**config.mk**
```make
export PLATFORM = sky130hd
export DESIGN_NAME = seq_detector_param
export DESIGN_NICKNAME = d
export VERILOG_FILES = /design/src/rtl/seq_det_pkg.sv /design/src/rtl/sat_counter.sv /design/src/rtl/seq_detector_param.sv
export SDC_FILE = /design/constraint.sdc
export NUM_CORES = 1
export LEC_CHECK = 0
export CAP_MARGIN = 20
export CORE_ASPECT_RATIO = 1.25
export CORE_MARGIN = 1.5
export CORE_UTILIZATION = 41
export DETAILED_ROUTE_END_ITERATION = 12
export PLACE_DENSITY = 0.77
export SYNTH_ARGS = -nofsm -noshare
export SYNTH_HDL_FRONTEND = slang
export SYNTH_SLANG_ARGS = --single-unit
```
**constraint.sdc**
```tcl
create_clock -name clk -period 4.55 [get_ports clk]
set_input_delay 1.1375 -clock clk [delete_from_list [all_inputs] [get_ports clk]]
set_output_delay 1.1375 -clock clk [all_outputs]
set_load 0.005 [all_outputs]
```
**src/rtl/seq_det_pkg.sv**
```systemverilog
// Shared constants and helpers for the parametrised serial-sequence detector.
package seq_det_pkg;

  localparam logic MODE_NONOVL = 1'b0;
  localparam logic MODE_OVL    = 1'b1;

  // Widest pattern the mask helper can describe; callers truncate to their own width.
  localparam int MASK_MAX_W = 64;

  function automatic logic [MASK_MAX_W-1:0] low_mask(input int len);
    logic [MASK_MAX_W-1:0] m;
    m = '0;
    for (int i = 0; i < MASK_MAX_W; i++) begin
      if (i < len) m[i] = 1'b1;
    end
    return m;
  endfunction

endpackage

```
**src/rtl/sat_counter.sv**
```systemverilog
// Saturating up-counter with synchronous clear; holds at all-ones.
module sat_counter #(
  parameter int W = 16
) (
  input  logic         clk,
  input  logic         rst,
  input  logic         inc,
  input  logic         clr,
  output logic [W-1:0] count
);

  logic [W-1:0] count_q;
  logic [W-1:0] count_d;

  always_comb begin
    count_d = count_q;
    if (clr) begin
      count_d = '0;
    end else if (inc && (count_q != '1)) begin
      count_d = count_q + 1'b1;
    end
  end

  always_ff @(posedge clk or posedge rst) begin
    if (rst) count_q <= '0;
    else     count_q <= count_d;
  end

  assign count = count_q;

endmodule

```
**src/rtl/seq_detector_param.sv**
```systemverilog
// Runtime-programmable serial pattern detector: Moore match pulse plus saturating
// match counter, overlapping or non-overlapping detection.
module seq_detector_param
  import seq_det_pkg::*;
#(
  parameter int PAT_W = 8,
  parameter int CNT_W = 16,
  parameter int LEN_W = $clog2(PAT_W + 1)
) (
  input  logic             clk,
  input  logic             rst,
  input  logic             clear,
  input  logic             in_valid,
  input  logic             data,
  input  logic [PAT_W-1:0] pattern,
  input  logic [LEN_W-1:0] pat_len,
  input  logic             overlap,
  output logic             match,
  output logic [CNT_W-1:0] match_count
);

  localparam logic [LEN_W-1:0] PAT_LEN_MAX = LEN_W'(PAT_W);

  logic [PAT_W-1:0] hist_q, hist_d;
  logic [LEN_W-1:0] fill_q, fill_d;
  logic             match_q, match_d;

  logic [PAT_W-1:0] nhist;
  logic [PAT_W-1:0] len_mask;
  logic [LEN_W-1:0] nfill;
  logic [LEN_W-1:0] len_eff;
  logic             hit;
  logic             accept;

  always_comb begin
    accept   = in_valid && !clear;
    nhist    = {hist_q[PAT_W-2:0], data};
    nfill    = (fill_q >= PAT_LEN_MAX) ? PAT_LEN_MAX : fill_q + 1'b1;
    len_eff  = (pat_len > PAT_LEN_MAX) ? PAT_LEN_MAX : pat_len;
    len_mask = PAT_W'(low_mask(int'(len_eff)));
    // fill guards against matching on stale bits left over from before a clear/restart
    hit      = (len_eff != '0) && (nfill >= len_eff) &&
               ((nhist & len_mask) == (pattern & len_mask));

    hist_d  = hist_q;
    fill_d  = fill_q;
    match_d = 1'b0;
    if (clear) begin
      hist_d = '0;
      fill_d = '0;
    end else if (in_valid) begin
      hist_d  = nhist;
      match_d = hit;
      fill_d  = (hit && (overlap == MODE_NONOVL)) ? '0 : nfill;
    end
  end

  always_ff @(posedge clk or posedge rst) begin
    if (rst) begin
      hist_q  <= '0;
      fill_q  <= '0;
      match_q <= 1'b0;
    end else begin
      hist_q  <= hist_d;
      fill_q  <= fill_d;
      match_q <= match_d;
    end
  end

  sat_counter #(.W(CNT_W)) u_match_cnt (
    .clk   (clk),
    .rst   (rst),
    .inc   (accept && hit),
    .clr   (clear),
    .count (match_count)
  );

  assign match = match_q;

endmodule
```
==> impl_metrics.json <==
{
  "reg2reg_depth": 11,
  "synth.area.top_cells": "dfrtp_1 (42%), mux2i_1 (5.4%), ha_1 (5.2%), nor2_1 (4.2%), mux2_1 (3.4%)",
  "rsz0062_at_grt": "false",
  "path_clk_slew_ns": 0.08,
  "grt_pass1_wl_mm": 5.82,
  "placed_cells": 260,
  "hpwl_mm": 2.56,
  "instances_no_fill": 265,
  "hold_depth": 2,
  "switching_share_pct": 22.3,
  "antenna_found_initial": 0,
  "start_util_pct": 43.6,
  "cts_buffers": 3,
  "place.gp.congestion": 0.844,
  "finalSetupTns_ns": 0,
  "pwr-share-seq_pct": 54.8,
  "dominantRegCellSynth": "dfrtp_1",
  "max_slew.worst_pin.slew_ns": 0.524,
  "overflow": 0,
  "layout-drive-gt1-share_pct": 6.16,
  "synth_edf_count": 0,
  "num_vias": 1411,
  "worstPathRequired_ns": 4.74,
  "ctsRootBufferMaster": "clkbuf_8",
  "ir_drop_v": 0.000125,
  "fin_skew_ns": 0.00878,
  "ys_types": 40,
  "cp.arrival_ns": 3.87,
  "yosys-top-cells-count": "dfrtp_1 (28), nor2_1 (19), inv_1 (10)",
  "maxCapViolCount": 0,
  "routedWlPerCell_um": 13.2,
  "comb_power_share_pct": 13.4,
  "nNetsFinal": 237,
  "first_pass_iters": 4,
  "dieArea_um2": 4490,
  "ctsResizeCount": 0,
  "syn_nets": 201,
  "grt_pass1_vias": 1337,
  "via_per_inst": 5.32,
  "postCtsHoldBufs": 0,
  "synth_area_leader_cell": "dfrtp_1",
  "postCtsSetupRepairBufs": 0,
  "finalHoldViolCount": 0,
  "p_leak_nw": 0.917,
  "worstSetupPathType": "primary input to register",
  "async_reset_ff_share_pct": 100,
  "syn_inst": 176,
  "power_switching_uw": 104,
  "power_uw": 464,
  "chipWidth_um": 60.2,
  "crit_fanout": 12,
  "max_freq_ghz": 0.272,
  "min-delay-start": "hist_q[6]$_DFFE_PP0P_",
  "yosysWarnings": 0,
  "syn_to_final_growth_pct": 28.6,
  "cp-end-kind": "register",
  "coreArea_um2": 3850,
  "r2r_slack_ns": 1.62,
  "status": "complete, no violations",
  "fp.dieH_um": 74.6,
  "drc": 0,
  "clkLatencyLatePin_ns": 0.27,
  "powerDensity_nw_per_um2": 215,
  "period_share_pct": 80.9,
  "ys_seq_area_share_pct": 41.7,
  "num_io_pins": 35,
  "clockBufferDepth": 2,
  "yosysMostFrequentCell": "dfrtp_1",
  "r2r_start": "fill_q[0]$_DFFE_PP0P_",
  "syn_avg_cell_area_um2": 9.54,
  "drtAntennaViolNets": 0,
  "p_int_uw": 361,
  "antennaDiodeCount": 0,
  "final.min_clock_period_ns": 3.68,
  "yosysTopAreaCellShare_pct": 41.7,
  "min_path_type": "register to register",
  "cp-start-kind": "primary input",
  "portBuffers": 34,
  "grt_usage_pct": 16.8,
  "cts_tree": "built",
  "fill_cells": 356,
  "final_max_slew_viol_count": 0,
  "rows": 25,
  "ys_ff_latch": 28,
  "finalSetupViolations": 0,
  "drt_iter0_drc": 74,
  "crit_path_start": "pat_len[3]",
  "cts.sinks": 28,
  "h-tree-depth": 1,
  "clockPowerShare_pct": 31.9,
  "syn_area_um2": 1680,
  "grt_max_degree": 31,
  "slew_headroom_pct": 64.2,
  "wl_mm": 3.49
}
registers in the layout (all words and copies together), names as in the netlist:
signal and count:
fill_q 4, hist_q 7, match 1, u_match_cnt.count 16
power groups by stage:
stage | logic [mW] | registers [mW] | clock network (mW)
after global placement | 0.0589 | 0.259 | 0
final | 0.0620 | 0.254 | 0.148
after floorplan | 0.0343 | 0.259 | 0
after detailed placement | 0.0597 | 0.259 | 0
after CTS | 0.0600 | 0.254 | 0.154
after global routing | 0.0686 | 0.255 | 0.164
worst max-delay path, cell delays in order:
cell and delay, ns:
clkdlybuf4s50_1 0.51, nand2b_1 0.24, ha_1 0.29, o21a_1 0.10, o21ai_0 0.09, nor4_2 0.42, nand4_1 0.34, buf_4 0.29
or3_1 0.35, a21oi_1 0.12
worst paths after layout:
kind                                                     to
max                        u_match_cnt.count[3]$_DFFE_PP0P_
min                                   hist_q[6]$_DFFE_PP0P_
min in group asynchronous             hist_q[2]$_DFFE_PP0P_
max reg2reg                u_match_cnt.count[3]$_DFFE_PP0P_
max in group asynchronous  u_match_cnt.count[6]$_DFFE_PP0P_
min reg2reg                           hist_q[6]$_DFFE_PP0P_
cells in the final DEF (no fill, tap or decap), drive strengths merged:
master	count
o22ai	1
nor4	6
a2111oi	1
nand2b	2
nand2	3
a41o	1
and2b	1
or3	7
a32o	4
inv	10
nor2b	6
nor3	2
ha	7
o21a	1
o31ai	2
and2	1
o41ai	1
and3	3
buf	3
or2	1
a21oi	9
dfrtp	28
nand3	8
clkdlybuf4s50	34
clkbuf	4
o21ai	11
nand4	5
or4	2
xor2	3
nand3b	2
and4	1
mux2i	9
mux2	5
a211oi	1
nor2	19
a31o	1
xnor2	6
layer usage:
| metal | GRT usage (%) | vias up | share of wire (%) |
|---|---|---|---|
| met5 | 0 | - | 0 |
| met4 | 6.42 | 0 | 0.74 |
| met3 | 1.22 | 2 | 3.3 |
| met2 | 29.7 | 22 | 49 |
| met1 | 21.1 | 678 | 47 |
| li1 | - | 709 | - |
per-stage QoR:
stage / setup slack (ns) / utilization [%] / cell area, um2 / hold slack (ns)
after floorplan: 1.49 / - / 1680 / 0.508
after global placement: 0.678 / 54.0 / 2080 / 0.528
after detailed placement: 0.623 / 54.0 / 2080 / 0.533
after CTS: 0.890 / 55.4 / 2130 / 0.555
after global routing: 0.587 / 56.1 / 2160 / 0.581
final: 0.871 / 56.1 / 2160 / 0.553
cell families (layout without fill, tap and decap cells):
| kind of cell | after synthesis | in the layout | synth area share (%) |
|---|---|---|---|
| DFF | 28 | 28 | 41.7 |
| adders and majority gates | 7 | 7 | 5.22 |
| AOI/OAI and AO/OA | 33 | 33 | 12.7 |
| and+or+nand+nor | 69 | 69 | 23.2 |
| buffers and inverters | 16 | 51 | 3.73 |
| xor gates and xnor gates | 9 | 9 | 4.69 |
| muxes | 14 | 14 | 8.72 |
layout make-up:
| cell class | instances | area [um2] | area share, % |
|---|---|---|---|
| tap | 54 | 67.6 | 3.13 |
| sequential | 28 | 701 | 32.4 |
| inverter | 10 | 37.5 | 1.74 |
| timing repair buffer | 37 | 383 | 17.7 |
| clock buffer | 4 | 55.1 | 2.55 |
| multi-input combinational | 132 | 916 | 42.4 |
(Power assumes the default switching activity.)
